**src/rtl/hc283_seq_adder.sv**
```systemverilog
// hc283_seq_adder
//   Multi-cycle WIDTH-bit adder/subtractor built around one 4-bit
//   carry-lookahead slice (74HC283 style). One nibble is processed per
//   clock, LSB nibble first, with a registered ripple carry between passes.
//   Subtraction is done as A + ~B + ~cin, so cout is the "no borrow" flag.
//
// Ports:
//   clk    in   rising-edge clock
//   rst    in   synchronous reset, active-high
//   start  in   operation request, honoured only in IDLE or DONE
//   sub    in   0: A+B+cin   1: A-B-cin (cin is borrow-in)
//   inA    in   operand A, captured on the accepting edge
//   inB    in   operand B, captured on the accepting edge
//   cin    in   carry-in / borrow-in, captured on the accepting edge
//   busy   out  high while nibble passes are running
//   done   out  one-cycle pulse, out/cout/ovf valid
//   out    out  registered result
//   cout   out  raw carry out of the MSB slice
//   ovf    out  two's-complement overflow of the full result
module hc283_seq_adder #(
  parameter int WIDTH = 16
) (
  input  logic             clk,
  input  logic             rst,
  input  logic             start,
  input  logic             sub,
  input  logic [WIDTH-1:0] inA,
  input  logic [WIDTH-1:0] inB,
  input  logic             cin,
  output logic             busy,
  output logic             done,
  output logic [WIDTH-1:0] out,
  output logic             cout,
  output logic             ovf
);

  localparam int NSLICE = WIDTH / 4;
  localparam int KW     = (NSLICE > 1) ? $clog2(NSLICE) : 1;
  localparam logic [KW-1:0] K_LAST = KW'(NSLICE - 1);

  generate
    if ((WIDTH % 4) != 0 || WIDTH < 4) begin : g_bad_width
      $error("hc283_seq_adder: WIDTH must be a multiple of 4 and at least 4");
    end
  endgenerate

  typedef enum logic [1:0] {IDLE, RUN, DONE} state_t;

  state_t           state_q, state_d;
  logic [KW-1:0]    k_q, k_d;
  logic [WIDTH-1:0] a_q, a_d;
  logic [WIDTH-1:0] b_q, b_d;
  logic [WIDTH-1:0] out_q, out_d;
  logic             carry_q, carry_d;
  logic             cout_q, cout_d;
  logic             ovf_q, ovf_d;

  logic [3:0]       nib_a, nib_b;
  logic [4:0]       sum;
  logic [3:0]       low3;

  // Shared 4-bit slice: select the active nibble and add it with the carry.
  always_comb begin
    nib_a = '0;
    nib_b = '0;
    for (int i = 0; i < NSLICE; i++) begin
      if (k_q == KW'(i)) begin
        nib_a = a_q[4*i +: 4];
        nib_b = b_q[4*i +: 4];
      end
    end
    sum  = {1'b0, nib_a} + {1'b0, nib_b} + {4'b0, carry_q};
    // Bit 3 of the low three-bit sum is the carry into the slice MSB,
    // needed for overflow on the final pass.
    low3 = {1'b0, nib_a[2:0]} + {1'b0, nib_b[2:0]} + {3'b0, carry_q};
  end

  always_comb begin
    state_d = state_q;
    k_d     = k_q;
    a_d     = a_q;
    b_d     = b_q;
    carry_d = carry_q;
    out_d   = out_q;
    cout_d  = cout_q;
    ovf_d   = ovf_q;
    case (state_q)
      IDLE, DONE: begin
        state_d = IDLE;
        if (start) begin
          a_d     = inA;
          // Subtract as A + ~B + ~borrow.
          b_d     = sub ? ~inB : inB;
          carry_d = cin ^ sub;
          k_d     = '0;
          state_d = RUN;
        end
      end
      RUN: begin
        for (int i = 0; i < NSLICE; i++) begin
          if (k_q == KW'(i)) begin
            out_d[4*i +: 4] = sum[3:0];
          end
        end
        carry_d = sum[4];
        if (k_q == K_LAST) begin
          cout_d  = sum[4];
          ovf_d   = low3[3] ^ sum[4];
          state_d = DONE;
        end else begin
          k_d = k_q + KW'(1);
        end
      end
      default: state_d = IDLE;
    endcase
  end

  always_ff @(posedge clk) begin
    if (rst) begin
      state_q <= IDLE;
      k_q     <= '0;
      carry_q <= 1'b0;
      out_q   <= '0;
      cout_q  <= 1'b0;
      ovf_q   <= 1'b0;
    end else begin
      state_q <= state_d;
      k_q     <= k_d;
      carry_q <= carry_d;
      out_q   <= out_d;
      cout_q  <= cout_d;
      ovf_q   <= ovf_d;
    end
    // Operand holding registers are only meaningful after a capture.
    a_q <= a_d;
    b_q <= b_d;
  end

  assign busy = (state_q == RUN);
  assign done = (state_q == DONE);
  assign out  = out_q;
  assign cout = cout_q;
  assign ovf  = ovf_q;

endmodule

```
**config.mk**
```make
export PLATFORM = sky130hd
export DESIGN_NAME = hc283_seq_adder
export DESIGN_NICKNAME = d
export VERILOG_FILES = /design/src/rtl/hc283_seq_adder.sv
export SDC_FILE = /design/constraint.sdc
export NUM_CORES = 1
export LEC_CHECK = 0
export BUFFER_PORTS_ARGS = -buffer_cell sky130_fd_sc_hd__clkbuf_2
export CORE_MARGIN = 5
export CORE_UTILIZATION = 55
export CTS_CLUSTER_SIZE = 20
export DETAILED_ROUTE_END_ITERATION = 8
export PLACE_DENSITY = 0.81
export SYNTH_ARGS = -nofsm -noshare
export SYNTH_HDL_FRONTEND = slang
export SYNTH_SLANG_ARGS = --single-unit
export TNS_END_PERCENT = 50
```
**constraint.sdc**
```tcl
create_clock -name clk -period 5.2 [get_ports clk]
set_input_delay 0 -clock clk [delete_from_list [all_inputs] [get_ports clk]]
set_output_delay 0 -clock clk [all_outputs]
set_load 0.02 [all_outputs]
```
Yosys cells after proc, flatten, opt, wreduce, memory -nomap -nowiden
Index checks and enable logic that the tools add are counted.
{ "totals": {"ramBits": 0, "word_cells": 55, "ff_bits": 55, "rom_bits": 0, "mem_count": 0, "latch_bits": 0, "out_inout_bits": 20} }
{ "classes": {"bitwise_logic": 3, "n_eq_ne": 8, "n_lt_le_gt_ge": 0, "n_div": 0, "n_mux": 17, "n_shift": 0, "reduce_logical": 11, "addsub": 5, "multipliers": 0} }
{ "ops": {"columns": ["cell", "n"], "rows": [
  ["4-bit 2-to-1 mux", 8],
  ["16-bit 2-to-1 mux", 1],
  ["16-bit NOT", 1],
  ["2-bit AND reduction", 6],
  ["2-bit one-hot mux with 2 select lines", 2],
  ["2-bit == test (second input constant)", 3],
  ["2-bit 2-to-1 mux", 3],
  ["4-bit by 4-bit adder with 5-bit output", 1],
  ["5-bit by 1-bit adder with 5-bit output", 1],
  ["3-bit by 3-bit adder with 4-bit output", 1],
  ["4-bit by 1-bit adder with 4-bit output", 1],
  ["2-bit by 1-bit == test with 1-bit output (second input constant)", 2],
  ["2-bit zero test", 2],
  ["2-bit inequality test (second input constant)", 2],
  ["3-bit AND reduction", 1],
  ["2-bit by 1-bit adder with 2-bit output (second input constant)", 1],
  ["1-bit 2-to-1 mux", 2],
  ["2-bit by 1-bit inequality test with 1-bit output (second input constant)", 1],
  ["1-bit one-hot mux with 2 select lines", 1],
  ["2-bit nonzero test", 1],
  ["2-bit OR reduction", 1],
  ["1-bit XOR", 2]
]} }

Depth between registers and ports, before layout
{ "logic_depth": {"ltp_word": 8, "depth_mapped": 12, "mapped_depth_nobuf": 12} }

Worst setup path before layout
No wires, ideal clock.
{ "synth_path": {"kind": "reg-to-reg", "start": "register k_q[0]", "end": "register carry_q", "slack_ps": 2429, "path_stages_with_launch": 13, "t_arrival_ps": 2659, "required_ps": 5088, "path_cell_list": "dfxtp_1 > inv_1 > ha_1 > clkbuf_1 > a221oi_1 > nor3_1 > a21oi_1 > fa_1 > fa_1 > nand2b_1 > a21oi_2 > nor3b_1 > a2111oi_1"} }
{ "synth_between": {"elab_chain_len": 8, "elab_cells_between_ends": 15, "classes_between": "2 x add/sub; 3 x eq/ne; 9 x mux; 1 x reduce/logical"} }
{ "synth_rtl": {"columns": ["item", "line", "text"], "rows": [
  ["start: declaration", "50", "logic [KW-1:0] k_q, k_d;"],
  ["start signal: assignment", "128", "k_q <= k_d;"],
  ["2-bit zero test", "67", "if (k_q == KW'(i)) begin"],
  ["4-bit 2-to-1 mux (4 in series)", "67", null],
  ["4-bit by 4-bit adder with 5-bit output *", "72", "sum = {1'b0, nib_a} + {1'b0, nib_b} + {4'b0, carry_q};"],
  ["5-bit by 1-bit adder with 5-bit output *", "72", null],
  ["1-bit one-hot mux with 2 select lines *", "87", "case (state_q)"],
  ["end signal: assignment", "129", "carry_q <= carry_d;"],
  ["end: declaration", "54", "logic carry_q, carry_d;"]
]} }
Every way passes the cells marked *; elsewhere a longest branch is shown, timed or not.
A chain may end at the register's enable or synchronous reset.

Final worst setup path
{ "layout_path": {"start": "register k_q[1]", "end": "register carry_q"} }
The elaborated chain is that of the path after synthesis.

==> impl_results.md <==
- Total CTS buffers: 5
- R2R Setup Slk: 1.96 ns
- FFs w/ async S/R, synth: 0
- Sw frac: 0.263
- Sequential group share of total power: 0.513
- Synth Warn #: 0
- IO Count: 57
- Netlist cell types: 32
- Gp weighted congestion: 0.803
- Via count: 1816
- Longest Clk Path Bufs: 2
- Measured slew at the worst slew-check pin: 0.671 ns
- Register Area: 1420 um^2
- DRT antenna net count: 0
- R2R cell count: 12
- Post-CTS Setup Bufs: 0
- Critical Path Source Type: flop
- Layout cells sized above 1: 0.233
- Syn-to-layout area delta: 28.8%
- Hold Path Sink: carry_q
- Routed WL: 5.36 mm
- TritonCTS clock tree: yes
- Post-synthesis average cell area: 11.7 um^2
- DPL Wire Length: 3.32 mm
- Antenna violations before repair: 0
- Final worst-path cycle share: 0.623
- Launching point of the worst reg2reg path: k_q[1]
- Final core utilization: 0.732
- DR vias/cell: 5.22
- Mapped cell area: 2470 um^2
- Layout Cells excl Fill: 348
- Antenna cells: 0
- Seq/Total Area, Yosys: 0.574
- First-pass GRT wire length: 8.74 mm
- Setup_tns: 0 ns
- First-pass DRT Iterations: 4
- Worst hold path depth: 3
- Clk_lat worst skew: 0.31 ns
- RR Endpoint: carry_q
- Initial DRC Count: 98
- GRT Resource Usage Total: 0.189
- Flip-flop and latch count after synthesis: 55
- Post-synth EDFFs: 32
- Pin count of the biggest net entering global routing: 37
- Final setup viols: 0
- Pwr per Cell Area: 309 nW/um^2
- DP Cell Count: 308
- Worst Path Max Fanout: 14
- Highest clock rate: 309 MHz
- Vias in the first global route: 1841
- Std-Cell Rows: 24
- Critical path class: flop to flop
- Layout net count: 341
- Worst Path Arrival: 3.44 ns
- Die width: 77.1 um
- Hold Violations, Final: 0
- Routed len/inst: 15.4 um
- H-tree depth: 2
- RSZ-0062 raised after global routing: false
- Share of total power in the clock network: 0.277
- Leakage: 1.27 nW
- Grt total ovfl: 0
- Slew Limit Fails: 0
- DR DRC count: 0
- Root Buffer: clkbuf_8
- Clock skew: 0.00723 ns
- Outcome: finished, final reports clean
- Pint: 0.726 mW
- Multi-input gate area: 975 um^2
- Max cap viols: 0
- Hold Path Class: primary input to flop
- Cell count after synthesis: 211
- Filler cells: 285
- Net switching power: 0.258 mW
- Worst vdd ir: 0.000184 V
- CTS Sinks: 55
- Combinational share of power: 0.210
- Worst EP required: 5.40 ns
- Port Buffer Count: 56
- Synth Net Count: 257
- Starting density of the core: 0.568
- Die H: 77.1 um
- Worst hold start: cin
- Core footprint: 4350 um^2
- CP endpoint kind: flop
- Die area: 5940 um^2
- Min cycle time layout: 3.24 ns
- Primary FF master, synth: edfxtp_1
- Max transition margin: 0.553
- Clock transition at path regs: 0.09 ns
[cells by family (layout without fill, tap and decap cells)]
family	Yosys count	after routing	synth area share
buf+inv	15	100	0.0318
xor+xnor	19	19	0.0672
compound gates	40	40	0.114
fa+ha+maj	9	9	0.0516
flops	55	55	0.574
simple gates	70	70	0.149
mux	3	3	0.0121
[worst max path at each step]
stage,from,to,slack [ns]
2_1_floorplan,k_q[0],carry_q,2.43
3_3_place_gp,k_q[1],carry_q,2.20
3_5_place_dp,k_q[1],carry_q,2.07
4_1_cts,k_q[1],carry_q,2.05
5_1_grt,k_q[1],carry_q,1.65
6_report,k_q[1],carry_q,1.96
[metal layers]
metal  vias up  wire length (um)  global-route usage
met5         -                 0                   0
met4         0               148              0.0893
met3        12               330              0.0410
met2        70              2780               0.332
met1       823              2100               0.218
li1        911                 -                   -
[power groups by stage]
stage	Clock, mW	Combinational (mW)	Sequential, mW
after global routing	0.297	0.226	0.508
after CTS	0.278	0.203	0.505
after detailed placement	0	0.184	0.515
after global placement	0	0.182	0.514
final	0.272	0.206	0.505
after floorplan	0	0.126	0.518
[synth_stat cells (all sizes together) (3+ instances only)]
master / instances / share of area
a211oi: 9 / 0.033
a21oi: 17 / 0.036
a221oi: 6 / 0.021
and2: 4 / 0.010
buf: 9 / 0.023
clkbuf: 3 / 0.0045
dfxtp: 23 / 0.19
edfxtp: 32 / 0.39
ha: 7 / 0.035
inv: 3 / 0.0045
mux2i: 3 / 0.012
nand2: 13 / 0.020
nand2b: 4 / 0.010
nand3b: 8 / 0.024
nor2: 20 / 0.030
nor2b: 10 / 0.028
nor3: 7 / 0.014
xnor2: 3 / 0.011
xor2: 16 / 0.057
[critical path, cell delays in order (launching register included)]
cell       delay (ns)
dfxtp_1          0.37
inv_1            0.09
ha_1             0.34
nor2b_1          0.33
a221oi_1         0.12
nor3_1           0.17
a21oi_1          0.08
fa_1             0.46
fa_1             0.41
nand2b_1         0.17
a21oi_2          0.21
nor3b_1          0.08
a2111oi_1        0.29
[sequential cells by signal, indices dropped and copies added (netlist names)]
| name | count |
|---|---|
| a_q | 16 |
| b_q | 16 |
| out | 16 |
| k_q | 2 |
| state_q | 2 |
| carry_q | 1 |
| cout | 1 |
| ovf | 1 |
[metrics by stage]
step / worst slack (ns) / area [um^2] / total power, mW / hold slack, ns
finish: 1.96 / 3190 / 0.984 / 0.0531
global route: 1.65 / 3190 / 1.03 / 0.0637
CTS: 2.05 / 3190 / 0.986 / 0.0419
detailed placement: 2.07 / 2760 / 0.699 / 0.179
global placement: 2.20 / 2760 / 0.695 / 0.179
floorplan: 2.43 / 2470 / 0.644 / 0.0728
[repair_timing]
action | 4_1_cts | 5_1_grt
hold buffers | 32 | 0
resized for setup | 0 | 0
endpoints found under the hold margin | 32 | 0
[cell usage in the layout (no fill, tap or decap), types with 4 or more instances in the layout]
cell           instances
xor2_1                16
clkbuf_2              56
dfxtp_1               23
nor2_1                20
clkbuf_8               5
a221oi_1               6
ha_1                   7
edfxtp_1              32
nand3b_1               8
a211oi_1               6
nand2b_1               4
nor2b_1                9
dlygate4sd3_1         32
a21oi_1               16
nor3_1                 7
and2_1                 4
nand2_1               13
[area by class of cell]
class                      instances  share of cell area
sequential                        55               0.446
timing repair buffer              89               0.191
inverter                           3             0.00353
clock inverter                     3              0.0122
tap                               52              0.0204
clock buffer                       5              0.0216
multi-input combinational        141               0.306
Power figures use the tool's default switching activity.
